--- src/rtl/adder_pkg.sv ---
// Shared helpers for the pipelined adder tree.
//
// Contents:
//   clog2 : ceiling log2, used at elaboration time to derive the number of
//           tree levels from the operand count.
package adder_pkg;

  // Ceiling log2 for positive values; clog2(1) = 0, clog2(8) = 3.
  function automatic int clog2(input int value);
    int result;
    int remaining;
    result    = 0;
    remaining = value - 1;
    while (remaining > 0) begin
      result++;
      remaining = remaining >> 1;
    end
    return result;
  endfunction

endpackage

--- src/rtl/adder_tree_stage.sv ---
// One level of the pipelined adder tree.
//
// Sums PAIRS adjacent operand pairs. Each operand is widened by one bit before
// the add, so the result cannot overflow. The sums and a valid bit are
// registered. Registers load only when en is high.
//
// Ports:
//   clk       : clock, rising edge
//   rst_n     : asynchronous active-low reset, clears data and valid
//   en        : pipeline advance enable
//   valid_in  : valid bit of the incoming operand vector
//   din       : 2*PAIRS operands of IN_WIDTH bits, operand k at [k*IN_WIDTH +: IN_WIDTH]
//   valid_out : registered valid bit
//   dout      : PAIRS sums of IN_WIDTH+1 bits, sum j at [j*(IN_WIDTH+1) +: IN_WIDTH+1]
module adder_tree_stage
  import adder_pkg::*;
#(
  parameter int PAIRS    = 4,
  parameter int IN_WIDTH = 8,
  parameter int SIGNED   = 0
) (
  input  logic                            clk,
  input  logic                            rst_n,
  input  logic                            en,
  input  logic                            valid_in,
  input  logic [2*PAIRS*IN_WIDTH-1:0]     din,
  output logic                            valid_out,
  output logic [PAIRS*(IN_WIDTH+1)-1:0]   dout
);

  localparam int SUM_WIDTH = IN_WIDTH + 1;

  logic [PAIRS*SUM_WIDTH-1:0] sum_next;
  logic [PAIRS*SUM_WIDTH-1:0] dout_reg;
  logic                       valid_reg;

  genvar gi;
  generate
    for (gi = 0; gi < PAIRS; gi++) begin : g_pair
      logic [IN_WIDTH-1:0]  lhs;
      logic [IN_WIDTH-1:0]  rhs;
      logic [SUM_WIDTH-1:0] lhs_ext;
      logic [SUM_WIDTH-1:0] rhs_ext;

      assign lhs = din[(2*gi)*IN_WIDTH +: IN_WIDTH];
      assign rhs = din[(2*gi+1)*IN_WIDTH +: IN_WIDTH];

      if (SIGNED != 0) begin : g_sext
        assign lhs_ext = {lhs[IN_WIDTH-1], lhs};
        assign rhs_ext = {rhs[IN_WIDTH-1], rhs};
      end else begin : g_zext
        assign lhs_ext = {1'b0, lhs};
        assign rhs_ext = {1'b0, rhs};
      end

      assign sum_next[gi*SUM_WIDTH +: SUM_WIDTH] = lhs_ext + rhs_ext;
    end
  endgenerate

  // Data loads even when valid_in is low; downstream qualifies it with valid.
  always_ff @(posedge clk or negedge rst_n) begin
    if (!rst_n) begin
      dout_reg  <= '0;
      valid_reg <= 1'b0;
    end else if (en) begin
      dout_reg  <= sum_next;
      valid_reg <= valid_in;
    end
  end

  assign dout      = dout_reg;
  assign valid_out = valid_reg;

endmodule

--- src/rtl/adder_tree_pipe.sv ---
// Pipelined adder tree with valid/ready handshaking.
//
// Adds ADDER_NUM operands of ADDER_WIDTH bits through LEVELS = log2(ADDER_NUM)
// registered levels. The result is exact (OUT_WIDTH = ADDER_WIDTH + LEVELS).
// The whole pipeline advances together: a stall at the output freezes every
// level, including empty ones. Latency is LEVELS cycles and throughput is
// one vector per cycle when out_ready stays high.
//
// Ports:
//   clk        : clock, rising edge
//   rst_n      : asynchronous active-low reset, discards all in-flight vectors
//   in_valid   : operand vector valid
//   in_ready   : vector accepted this cycle if in_valid is also high
//   adder_din  : operand k at [k*ADDER_WIDTH +: ADDER_WIDTH]
//   out_valid  : sum valid
//   out_ready  : downstream accepts sum
//   adder_dout : sum of all operands
module adder_tree_pipe
  import adder_pkg::*;
#(
  parameter  int ADDER_NUM   = 8,
  parameter  int ADDER_WIDTH = 8,
  parameter  int SIGNED      = 0,
  localparam int LEVELS      = clog2(ADDER_NUM),
  localparam int OUT_WIDTH   = ADDER_WIDTH + LEVELS
) (
  input  logic                             clk,
  input  logic                             rst_n,
  input  logic                             in_valid,
  output logic                             in_ready,
  input  logic [ADDER_NUM*ADDER_WIDTH-1:0] adder_din,
  output logic                             out_valid,
  input  logic                             out_ready,
  output logic [OUT_WIDTH-1:0]             adder_dout
);

  // The pairwise tree only works for a power-of-two operand count.
  generate
    if ((ADDER_NUM < 2) || ((ADDER_NUM & (ADDER_NUM - 1)) != 0)) begin : g_bad_adder_num
      $error("adder_tree_pipe: ADDER_NUM must be a power of two and at least 2");
    end
  endgenerate

  // Single advance enable for every level: move whenever the output slot is
  // empty or is being drained this cycle.
  logic adv;

  assign adv      = ~out_valid | out_ready;
  assign in_ready = adv;

  genvar gi;
  generate
    for (gi = 1; gi <= LEVELS; gi++) begin : g_lvl
      localparam int IN_W  = ADDER_WIDTH + gi - 1;
      localparam int PAIRS = ADDER_NUM >> gi;

      logic [2*PAIRS*IN_W-1:0]   stage_din;
      logic                      stage_vin;
      logic [PAIRS*(IN_W+1)-1:0] data;
      logic                      valid;

      if (gi == 1) begin : g_first
        assign stage_din = adder_din;
        assign stage_vin = in_valid;
      end else begin : g_inner
        assign stage_din = g_lvl[gi-1].data;
        assign stage_vin = g_lvl[gi-1].valid;
      end

      adder_tree_stage #(
        .PAIRS    (PAIRS),
        .IN_WIDTH (IN_W),
        .SIGNED   (SIGNED)
      ) u_stage (
        .clk       (clk),
        .rst_n     (rst_n),
        .en        (adv),
        .valid_in  (stage_vin),
        .din       (stage_din),
        .valid_out (valid),
        .dout      (data)
      );
    end
  endgenerate

  // The last level holds exactly one sum of OUT_WIDTH bits.
  assign out_valid  = g_lvl[LEVELS].valid;
  assign adder_dout = g_lvl[LEVELS].data;

endmodule

--- config.mk ---
export PLATFORM = sky130hd
export DESIGN_NAME = adder_tree_pipe
export DESIGN_NICKNAME = d
export VERILOG_FILES = /design/src/rtl/adder_pkg.sv /design/src/rtl/adder_tree_stage.sv /design/src/rtl/adder_tree_pipe.sv
export SDC_FILE = /design/constraint.sdc
export NUM_CORES = 1
export LEC_CHECK = 0
export CAP_MARGIN = 25
export CORE_UTILIZATION = 54
export CTS_CLUSTER_DIAMETER = 80
export DETAILED_ROUTE_END_ITERATION = 7
export GPL_TIMING_DRIVEN = 0
export HOLD_SLACK_MARGIN = 0.1
export PLACE_DENSITY = 0.81
export SLEW_MARGIN = 40
export SYNTH_ARGS = -nofsm -noshare
export SYNTH_HDL_FRONTEND = slang
export SYNTH_SLANG_ARGS = --single-unit
export TNS_END_PERCENT = 100
--- constraint.sdc ---
create_clock -name clk -period 2.8 [get_ports clk]
set_clock_uncertainty 0.1 [all_clocks]
set_input_delay 0.28 -clock clk [delete_from_list [all_inputs] [get_ports clk]]
set_output_delay 0.28 -clock clk [all_outputs]
set_load 0.02 [all_outputs]
==> summary.md, run 1 <==
| Metric | Value |
|---|---|
| # DRC | `0` |
| Worst-Skew Late Latency | `between 300 and 400 ps` |
| Root Buffer | `clkbuf_8` |
| Final Hold Viols | `0` |
| Crit. End Element | `output port` |
| Synth Area in Simple Gates | `13.72%` |
| RSZ-0062 raised after global routing | `false` |
| Final net count | `between 700 and 800` |
| CP arrival | `approximately 2200 ps` |
| Antenna Nets Post-Route | `0` |
| Async SR Flop Fraction | `between 90% and 100%` |
| Dpl hpwl | `between 8 and 9 mm` |
| XOR/XNOR share of the synthesized area | `6.281%` |
| Inserted Clock Buffers | `9` |
| Routed WL | `around 11 mm` |
| Min Hold Slack | `between 200 and 250 ps` |
| Multiplexer share of the synthesized area | `0%` |
| Max VDD drop | `~0.37 mV` |
| Worst hold path type | `input pin to async pin` |
| Largest family of logic cells by synthesized area | `compound AO/OA/AOI/OAI gates` |
| Full die area | `between 9000 and 10000 µm²` |
| Mapped Area | `about 4700 µm²` |
| Crit path required time | `between 2000 and 2500 ps` |
| Initial drt markers | `about 210` |
| Initial Util | `between 50% and 60%` |
| Syn. warnings | `0` |
| Startpoint Class | `register` |
| Sequential share of the synthesized area | `a little under two fifths` |
| Leakage power | `between 2 and 3 nW` |
| Final setup TNS | `0 ps` |
| Max-Cap Viols | `0` |
| Setup violations, final | `0` |
| Status | `finished, final reports clean` |
| FMAX | `approximately 390 MHz` |
| CP max FO | `17` |
| Max reg flops | `67` |
| ANT cells | `0` |
| Post-Syn Nets | `~660` |
| Drt wl/cell | `15.72 µm` |
| Die H | `roughly 96 µm` |
| Post-synthesis adder-cell area fraction | `approximately a fifth` |
| Vias per inst | `5.768` |
| Placed cell count | `between 700 and 800` |
| Finished Core Util | `70.72%` |
| Post-synth top flop | `dfrtp_1` |
| Max Slew Vio Count | `0` |
| Filler-free cell count of the finished design | `roughly 720` |
| Initial antenna violation count | `0` |
| I/O pin count | `around 80` |
| Largest net degree at the start of global routing | `52` |
| Post-route cell area | `5898 µm²` |
| Number of global-route vias before repair | `just over 4000` |
| H-tree Lvls | `3` |
| Crit share post-route | `between 90 and 100%` |
| Compound-gate portion of the synthesized area | `21.62%` |
| Actual slew at the worst max-slew pin | `~690 ps` |
| GRT Total Usage | `between 20 and 30%` |
| Core area | `about 8300 µm²` |
| Syn Inst Count | `roughly 520` |
| Syn_area_per_cell | `9.099 µm²` |
| Worst Setup Path Type | `register to output port` |
| Total gr overflow | `0` |
| I/O Buffers | `80` |
| Vias post-DR | `between 4000 and 5000` |
| Placed cell areas | `between 5000 and 6000 µm²` |
| Synthesized flop and latch total | `70` |
| Layout cells sized above 1 | `4.207%` |
| Most frequent cells in the layout | `79 x nand2_1, 79 x clkdlybuf4s50_1, 70 x dfrtp_1, 60 x ha_1, 49 x o21ai_0` |
| Die X | `95.70 µm` |
| Post-synth cell types | `43` |
| Rows | `33` |
| Clk slew on worst S/H paths | `~80 ps` |
| Number of fillers in the final layout | `between 600 and 700` |
| Post-synth EDFFs | `0` |
| First-pass GRT wire length | `approximately 19 mm` |
| Area growth from synthesis to final layout | `24.41%` |
| TritonRoute pass-1 iters | `5` |
| Min Tclk post-route | `2584 ps` |
| CTS Buffer Depth | `2` |
| CTS sink cnt | `70` |
| CTS tree | `done` |
| Max_slew headroom | `a little over half` |
| RD Place Congestion | `0.8469` |
| Power Density | `964.9 nW/µm²` |
[cell families (layout without fill, tap and decap cells)]
family	Yosys count	count (layout)
fa+ha+maj	67	67
flops	70	70
compound gates	166	166
simple gates	152	152
buf+inv	32	129
xor+xnor	34	34
[cell type report]
class	count	area [µm²]	area share [%]
buffer	14	58.81	0.9970
clock inverter	7	65.06	1.103
timing repair buffer	82	839.6	14.23
clock buffer	9	123.9	2.100
multi-input combinational	419	2864	48.56
tap	105	131.4	2.227
inverter	17	63.81	1.082
sequential	70	1752	29.70
[final timing paths]
path	to	slack, ps	start	cells after the start
max	in_ready	220	g_lvl[3].u_stage.valid_out$_DFFE_PN0P_	4
max reg2reg	g_lvl[2].u_stage.dout[18]$_DFFE_PN0P_	530	g_lvl[1].u_stage.dout[18]$_DFFE_PN0P_	7
min	g_lvl[3].u_stage.dout[4]$_DFFE_PN0P_	230	rst_n	2
min reg2reg	g_lvl[2].u_stage.valid_out$_DFFE_PN0P_	370	g_lvl[2].u_stage.valid_out$_DFFE_PN0P_	2
min in group clk	g_lvl[2].u_stage.valid_out$_DFFE_PN0P_	370	g_lvl[2].u_stage.valid_out$_DFFE_PN0P_	2
max in group asynchronous	g_lvl[2].u_stage.dout[19]$_DFFE_PN0P_	1880	rst_n	3
[timing repair]
item / CTS / global route
endpoints found under the setup margin: 1 / 0
resized for setup: 1 / 0
setup buffers: 0 / 0
hold endpoints to repair: 70 / 0
hold buffers: 1 / 0
[synthesized netlist by cell type, drive strengths merged (5+ instances only)]
master / instances / area, µm²
nand2: 79 / 296.5
dfrtp: 70 / 1752
ha: 60 / 750.7
o21ai: 50 / 250.2
a21oi: 45 / 225.2
nor2: 45 / 168.9
xor2: 23 / 201.4
a211oi: 17 / 127.6
inv: 17 / 63.81
xnor2: 11 / 96.34
a21o: 10 / 75.07
buf: 8 / 35.03
o31ai: 8 / 60.06
clkbuf: 7 / 26.28
fa: 7 / 140.1
nand2b: 7 / 43.79
o211ai: 7 / 52.55
a31oi: 5 / 31.28
o21a: 5 / 37.54
o21bai: 5 / 37.54
[where the power goes]
part / internal (mW) / switching, mW / total (mW)
Clock: 0.405 / 0.397 / 0.801
Sequential: 1.45 / 0.281 / 1.73
Combinational: 1.41 / 1.75 / 3.16
Total: 3.27 / 2.42 / 5.69
[per-stage QoR]
| step | power (mW) | worst slack, ps |
|---|---|---|
| detailed placement | 4.855 | -272.8 |
| CTS | 5.678 | 205.8 |
| global placement | 4.704 | -918.3 |
| finish | 5.691 | 216.1 |
| floorplan | 3.931 | 750.4 |
| global route | 6.157 | 135.9 |
[per-layer routing]
| layer | part of all wire, % | global-route usage (%) | wire (µm) | vias to the layer above |
|---|---|---|---|---|
| li1 | - | - | - | 2049 |
| met1 | 42 | 34.19 | 4783 | 1978 |
| met2 | 50 | 45.95 | 5641 | 129 |
| met3 | 7.1 | 4.581 | 805 | 14 |
| met4 | 1.2 | 10.20 | 133 | 0 |
| met5 | 0 | 0 | 0 | - |
[worst max-delay path, cell delays in order (launching register included)]
cell and delay (ps):
dfrtp_1 360, nor2b_1 400, inv_2 260, buf_2 270, clkdlybuf4s50_1 560
Note: power is estimated with default switching activity, not from simulation.
==> run 2: changes to the inputs <==
--- a/config.mk
+++ b/config.mk
@@ -11,7 +11,7 @@
 export DETAILED_ROUTE_END_ITERATION = 7
 export GPL_TIMING_DRIVEN = 0
 export HOLD_SLACK_MARGIN = 0.1
-export PLACE_DENSITY = 0.81
+export PLACE_DENSITY = 0.83
 export SLEW_MARGIN = 40
 export SYNTH_ARGS = -nofsm -noshare
 export SYNTH_HDL_FRONTEND = slang
==> run 2 against run 1 <==
  * Non-clock buffer count unchanged
  * Largest power group unchanged
  * Highest routed layer unchanged
  * Power up 2.0%
  * Maximum frequency down 1.9%
  * Critical endpoint unchanged
==> summary.md, run 2 (synthesis gave the netlist of run 1 again) <==
| Metric | Value |
|---|---|
| Full die area | `9158 µm² (unchanged)` |
| Crit. End Element | `output port (unchanged)` |
| CTS tree | `done (unchanged)` |
| Reg-to-Reg Start | `g_lvl[1].u_stage.dout[18]$_DFFE_PN0P_ (unchanged)` |
| Power Density | `978.4 nW/µm² (was 964.9 nW/µm²)` |
| Final Hold Viols | `0 (unchanged)` |
| GRT Total Usage | `26.81% (was 26.93%)` |
| FMAX | `379.7 MHz (was 387.0 MHz)` |
| Max-Cap Viols | `0 (unchanged)` |
| Actual slew at the worst max-slew pin | `668.0 ps (was 692.6 ps)` |
| Number of global-route vias before repair | `4079 (was 4106)` |
| Die X | `95.70 µm (unchanged)` |
| Root Buffer | `clkbuf_8 (unchanged)` |
| Total power | `5.807 mW (was 5.691 mW)` |
| CTS Buffer Depth | `2 (unchanged)` |
| Layout cells sized above 1 | `4.207% (unchanged)` |
| Number of fillers in the final layout | `633 (was 648)` |
| Worst hold path type | `input pin to async pin (unchanged)` |
| Dpl hpwl | `8.799 mm (was 8.821 mm)` |
| ANT cells | `0 (unchanged)` |
| Final net count | `748 (unchanged)` |
| Critical path launch point | `g_lvl[3].u_stage.valid_out$_DFFE_PN0P_ (unchanged)` |
| Min Tclk post-route | `2633 ps (was 2584 ps)` |
| Largest net degree at the start of global routing | `54 (was 52)` |
| Most frequent cells in the layout | `79 x nand2_1, 79 x clkdlybuf4s50_1, 70 x dfrtp_1, 60 x ha_1, 49 x o21ai_0 (unchanged)` |
| Vias per inst | `5.743 (was 5.768)` |
| Crit share post-route | `94.05% (was 92.28%)` |
| Post-CTS Setup Inserts | `0 (unchanged)` |
| Initial Util | `56.84% (unchanged)` |
| Core area | `8341 µm² (unchanged)` |
| Clk slew on worst S/H paths | `90 ps (was 80 ps)` |
| Initial antenna violation count | `0 (unchanged)` |
| # DRC | `0 (unchanged)` |
| RSZ-0062 raised after global routing | `false (unchanged)` |
| Startpoint Class | `register (unchanged)` |
| Crit path required time | `2420 ps (about the same)` |
| Placed cell areas | `5702 µm² (unchanged)` |
| Leakage power | `2.648 nW (was 2.632 nW)` |
| Die H | `95.70 µm (unchanged)` |
| Max VDD drop | `0.4134 mV (was 0.3674 mV)` |
| CP max FO | `17 (unchanged)` |
| Max reg flops | `67 (unchanged)` |
| I/O pin count | `81 (unchanged)` |
| H-tree Lvls | `3 (unchanged)` |
| Vias post-DR | `4152 (was 4170)` |
| Status | `finished, final reports clean (unchanged)` |
| First-pass GRT wire length | `18.48 mm (was 18.64 mm)` |
| Area of the multi-input gates | `2864 µm² (unchanged)` |
| Total gr overflow | `0 (unchanged)` |
| Post-route cell area | `5936 µm² (was 5898 µm²)` |
| CTS sink cnt | `70 (unchanged)` |
| Max_slew headroom | `54.90% (was 53.82%)` |
| Worst Setup Path Type | `register to output port (unchanged)` |
| Rows | `33 (unchanged)` |
| Routed WL | `11.27 mm (was 11.36 mm)` |
| Max Slew Vio Count | `0 (unchanged)` |
| Inserted Clock Buffers | `9 (unchanged)` |
| Worst-Skew Late Latency | `360 ps (was 350 ps)` |
| Initial drt markers | `140 (was 207)` |
| RD Place Congestion | `0.8253 (was 0.8469)` |
| TritonRoute pass-1 iters | `4 (was 5)` |
| Drt wl/cell | `15.59 µm (was 15.72 µm)` |
| I/O Buffers | `80 (unchanged)` |
| FF/Latch Area | `1752 µm² (unchanged)` |
| Setup violations, final | `0 (unchanged)` |
| Antenna Nets Post-Route | `0 (unchanged)` |
| Area growth from synthesis to final layout | `25.20% (was 24.41%)` |
| CP arrival | `2250 ps (was 2200 ps)` |
[run 2: timing repair]
action                     in CTS  in global routing
gates resized for setup         1                  0
hold buffers                    1                  0
hold endpoints to repair       70                  0
setup endpoints to repair       1                  0
[run 2: layout make-up]
cell class / count / area share, %
buffer: 14 / 0.9907
clock buffer: 9 / 2.087
clock inverter: 7 / 1.728
inverter: 17 / 1.075
multi-input combinational: 419 / 48.25
sequential: 70 / 29.51
tap: 105 / 2.213
timing repair buffer: 82 / 14.14
[run 2: path summary, 6_finish.rpt]
kind,to,slack (ps),cells after the start
max,in_ready,170,4
min,g_lvl[3].u_stage.dout[8]$_DFFE_PN0P_,210,2
max reg2reg,g_lvl[2].u_stage.dout[16]$_DFFE_PN0P_,550,7
min reg2reg,g_lvl[2].u_stage.valid_out$_DFFE_PN0P_,370,2
max in group asynchronous,g_lvl[1].u_stage.dout[31]$_DFFE_PN0P_,1880,3
min in group clk,g_lvl[2].u_stage.valid_out$_DFFE_PN0P_,370,2
[run 2: critical path, cell delays in order, from the launching register on]
cell and delay, ps:
dfrtp_1 390, nor2b_1 200, inv_2 290, buf_2 340, clkdlybuf4s50_1 660
[run 2: routing by layer]
metal | GRT usage, % | wire [µm] | up-vias | share of wire, %
met5 | 0 | 0 | - | 0
met4 | 12.81 | 318 | 0 | 2.8
met3 | 4.976 | 852 | 24 | 7.6
met2 | 44.35 | 5433 | 139 | 48
met1 | 33.89 | 4668 | 1941 | 41
li1 | - | - | 2048 | -
[run 2: through the flow]
| stage | setup WS [ps] | hold WS [ps] | instances | utilization (%) | setup TNS (ps) |
|---|---|---|---|---|---|
| finish | 166.6 | 207.9 | 723 | 71.17 | 0 |
| global route | 117.5 | 236.2 | 723 | 71.17 | 0 |
| CTS | 213.1 | 208.4 | 723 | 71.17 | 0 |
| detailed placement | -279.8 | 27.16 | 707 | 68.36 | -279.8 |
| global placement | -893.2 | 344.1 | 706 | 68.02 | -62500 |
| floorplan | 750.4 | -115.6 | 521 | - | 0 |
[run 2: power by group]
group	leakage, nW	switching, mW	internal (mW)	total (mW)
Sequential	0.821	0.283	1.45	1.73
Clock	0.111	0.427	0.512	0.939
Combinational	1.72	1.73	1.41	3.14
==> run 3: changes to the inputs <==
--- a/config.mk
+++ b/config.mk
@@ -11,7 +11,7 @@
 export DETAILED_ROUTE_END_ITERATION = 7
 export GPL_TIMING_DRIVEN = 0
 export HOLD_SLACK_MARGIN = 0.1
-export PLACE_DENSITY = 0.83
+export PLACE_DENSITY = 0.79
 export SLEW_MARGIN = 40
 export SYNTH_ARGS = -nofsm -noshare
 export SYNTH_HDL_FRONTEND = slang
==> run 3 against run 2 <==
  * Sequential share of layout area hardly changed
  * Non-clock buffer count stayed put
  * Worst setup slack better by 83 ps
  * Register-to-register slack worse by 30 ps
  * Sequential power hardly changed
  * First-iteration DRC count is 5.0% lower
  * Largest power group unchanged
  * Highest routed layer unchanged
==> summary.md, run 3 (synthesis gave the netlist of run 1 again) <==
| Metric | Value |
|---|---|
| FMAX | `392.1 MHz (was 379.7 MHz)` |
| Antenna Nets Post-Route | `0 (unchanged)` |
| Critical path's largest stage delay | `650 ps (was 660 ps)` |
| Number of fillers in the final layout | `667 (was 633)` |
| Initial antenna violation count | `0 (unchanged)` |
| Max VDD drop | `0.4125 mV (was 0.4134 mV)` |
| Crit share post-route | `91.08% (was 94.05%)` |
| Largest net degree at the start of global routing | `43 (was 54)` |
| Die H | `95.70 µm (unchanged)` |
| Full die area | `9158 µm² (unchanged)` |
| Setup violations, final | `0 (unchanged)` |
| Layout cells sized above 1 | `4.045% (was 4.207%)` |
| Combinational Power Share | `54.2% (was 54.0%)` |
| Crit. End Element | `output port (unchanged)` |
| Vias per inst | `5.736 (was 5.743)` |
| TritonRoute pass-1 iters | `5 (was 4)` |
| Root Buffer | `clkbuf_8 (unchanged)` |
| I/O pin count | `81 (unchanged)` |
| DP Worst Slack | `-249.6 ps (was -279.8 ps)` |
| CTS sink cnt | `70 (unchanged)` |
| FF/Latch Area | `1752 µm² (unchanged)` |
| PnR worst setup slack | `249.8 ps (was 166.6 ps)` |
| Vias post-DR | `4147 (was 4152)` |
| Min Tclk post-route | `2550 ps (was 2633 ps)` |
| Worst hold path type | `input pin to async pin (unchanged)` |
| Crit path buffers/inverters | `3 (unchanged)` |
| Area of the multi-input gates | `2864 µm² (unchanged)` |
| Final net count | `748 (unchanged)` |
| CTS Buffer Depth | `2 (unchanged)` |
| Power Density | `983.1 nW/µm² (was 978.4 nW/µm²)` |
| ANT cells | `0 (unchanged)` |
| Finished Core Util | `71.12% (was 71.17%)` |
| Total gr overflow | `0 (unchanged)` |
| RSZ-0062 raised after global routing | `false (unchanged)` |
| Rows | `33 (unchanged)` |
| Clk slew on worst S/H paths | `80 ps (was 90 ps)` |
| Max reg flops | `67 (unchanged)` |
| Number of global-route vias before repair | `4091 (was 4079)` |
| Final Hold Viols | `0 (unchanged)` |
| Clock share of power | `16.3% (was 16.2%)` |
| H-tree Lvls | `3 (unchanged)` |
| Sw power | `2.398 mW (was 2.435 mW)` |
| Max_slew headroom | `52.25% (was 54.90%)` |
| Worst Setup Path Type | `register to output port (unchanged)` |
| Actual slew at the worst max-slew pin | `716.3 ps (was 668.0 ps)` |
| Area growth from synthesis to final layout | `25.13% (was 25.20%)` |
| Die X | `95.70 µm (unchanged)` |
| R2R Setup Slk | `520 ps (was 550 ps)` |
| Dpl hpwl | `8.700 mm (was 8.799 mm)` |
| Crit path max-delay family | `buffers and inverters (unchanged)` |
| Sequential share of power | `29.5% (was 29.8%)` |
| Leakage power | `2.652 nW (was 2.648 nW)` |
| Pint | `3.434 mW (was 3.373 mW)` |
| Most frequent cells in the layout | `79 x nand2_1, 79 x clkdlybuf4s50_1, 70 x dfrtp_1, 60 x ha_1, 49 x o21ai_0 (unchanged)` |
| CP max FO | `17 (unchanged)` |
| # DRC | `0 (unchanged)` |
| I/O Buffers | `80 (unchanged)` |
| Status | `finished, final reports clean (unchanged)` |
| RD Place Congestion | `0.8273 (was 0.8253)` |
| Worst r2r dst | `g_lvl[2].u_stage.dout[18]$_DFFE_PN0P_ (was g_lvl[2].u_stage.dout[16]$_DFFE_PN0P_)` |
| Inserted Clock Buffers | `9 (unchanged)` |
| Max Slew Vio Count | `0 (unchanged)` |
| Sw frac | `41.12% (was 41.93%)` |
| Crit path required time | `2420 ps (about the same)` |
| Critical path, cell by cell | `nor2b_1 > inv_2 > buf_2 > clkdlybuf4s50_1 (unchanged)` |
| CP arrival | `2170 ps (was 2250 ps)` |
| Startpoint Class | `register (unchanged)` |
| Reg-to-Reg Start | `g_lvl[1].u_stage.dout[18]$_DFFE_PN0P_ (unchanged)` |
| Drt wl/cell | `15.56 µm (was 15.59 µm)` |
| Worst path slowest cell | `clkdlybuf4s50_1 (unchanged)` |
| Initial drt markers | `133 (was 140)` |
| Initial Util | `56.84% (unchanged)` |
| R2r worst-path depth | `7 (unchanged)` |
| Routed WL | `11.25 mm (was 11.27 mm)` |
| CTS tree | `done (unchanged)` |
| Core area | `8341 µm² (unchanged)` |
| First-pass GRT wire length | `18.96 mm (was 18.48 mm)` |
| Max-Cap Viols | `0 (unchanged)` |
| Worst-Skew Late Latency | `340 ps (was 360 ps)` |
| GRT Total Usage | `27.37% (was 26.81%)` |
## run 3: area by class of cell
class,instances,area share [%]
tap,105,2.215
multi-input combinational,419,48.28
sequential,70,29.53
clock buffer,13,2.848
timing repair buffer,82,13.96
buffer,14,0.9914
inverter,17,1.076
clock inverter,3,1.097
## run 3: metal layers
layer | track usage (%) | wire [µm] | up-vias
met4 | 10.70 | 254 | 0
met3 | 3.949 | 529 | 18
met2 | 45.54 | 5445 | 111
met1 | 36.05 | 5022 | 1970
met5 | 0 | 0 | -
li1 | - | - | 2048
## run 3: metrics by stage
step / hold WS, ps / std cells / total power [mW] / instance area [µm²] / TNS [ps]
after floorplan: -115.6 / 521 / 3.931 / 4741 / 0
after global placement: 350.7 / 706 / 4.714 / 5673 / -61830
after detailed placement: 208.6 / 707 / 4.845 / 5690 / -249.6
after CTS: 358.3 / 723 / 5.820 / 5932 / 0
after global routing: 355.0 / 723 / 6.306 / 5932 / 0
final: 363.1 / 723 / 5.832 / 5932 / 0
## run 3: power by group through the flow
stage / clock, mW / sequential (mW) / combinational [mW]
after floorplan: 0 / 1.76 / 2.17
after global placement: 0 / 1.72 / 3.00
after detailed placement: 0 / 1.74 / 3.11
after CTS: 0.956 / 1.72 / 3.15
after global routing: 1.00 / 1.77 / 3.53
final: 0.948 / 1.72 / 3.16
## run 3: repair_timing
action | CTS | global route
setup buffers | 0 | 0
hold buffers | 1 | 0
setup endpoints to repair | 1 | 0
resized for setup | 1 | 0
hold endpoints to repair | 41 | 0
## run 3: worst max path at each step
stage	start	to	slack [ps]	cells after the start
after floorplan	g_lvl[1].u_stage.dout[0]$_DFFE_PN0P_	g_lvl[2].u_stage.dout[6]$_DFFE_PN0P_	750	8
after global placement	rst_n	g_lvl[1].u_stage.dout[14]$_DFFE_PN0P_	-880	1
after detailed placement	out_ready	in_ready	-250	6
after CTS	g_lvl[3].u_stage.valid_out$_DFFE_PN0P_	in_ready	230	4
after global routing	g_lvl[3].u_stage.valid_out$_DFFE_PN0P_	in_ready	120	4
final	g_lvl[3].u_stage.valid_out$_DFFE_PN0P_	in_ready	250	4
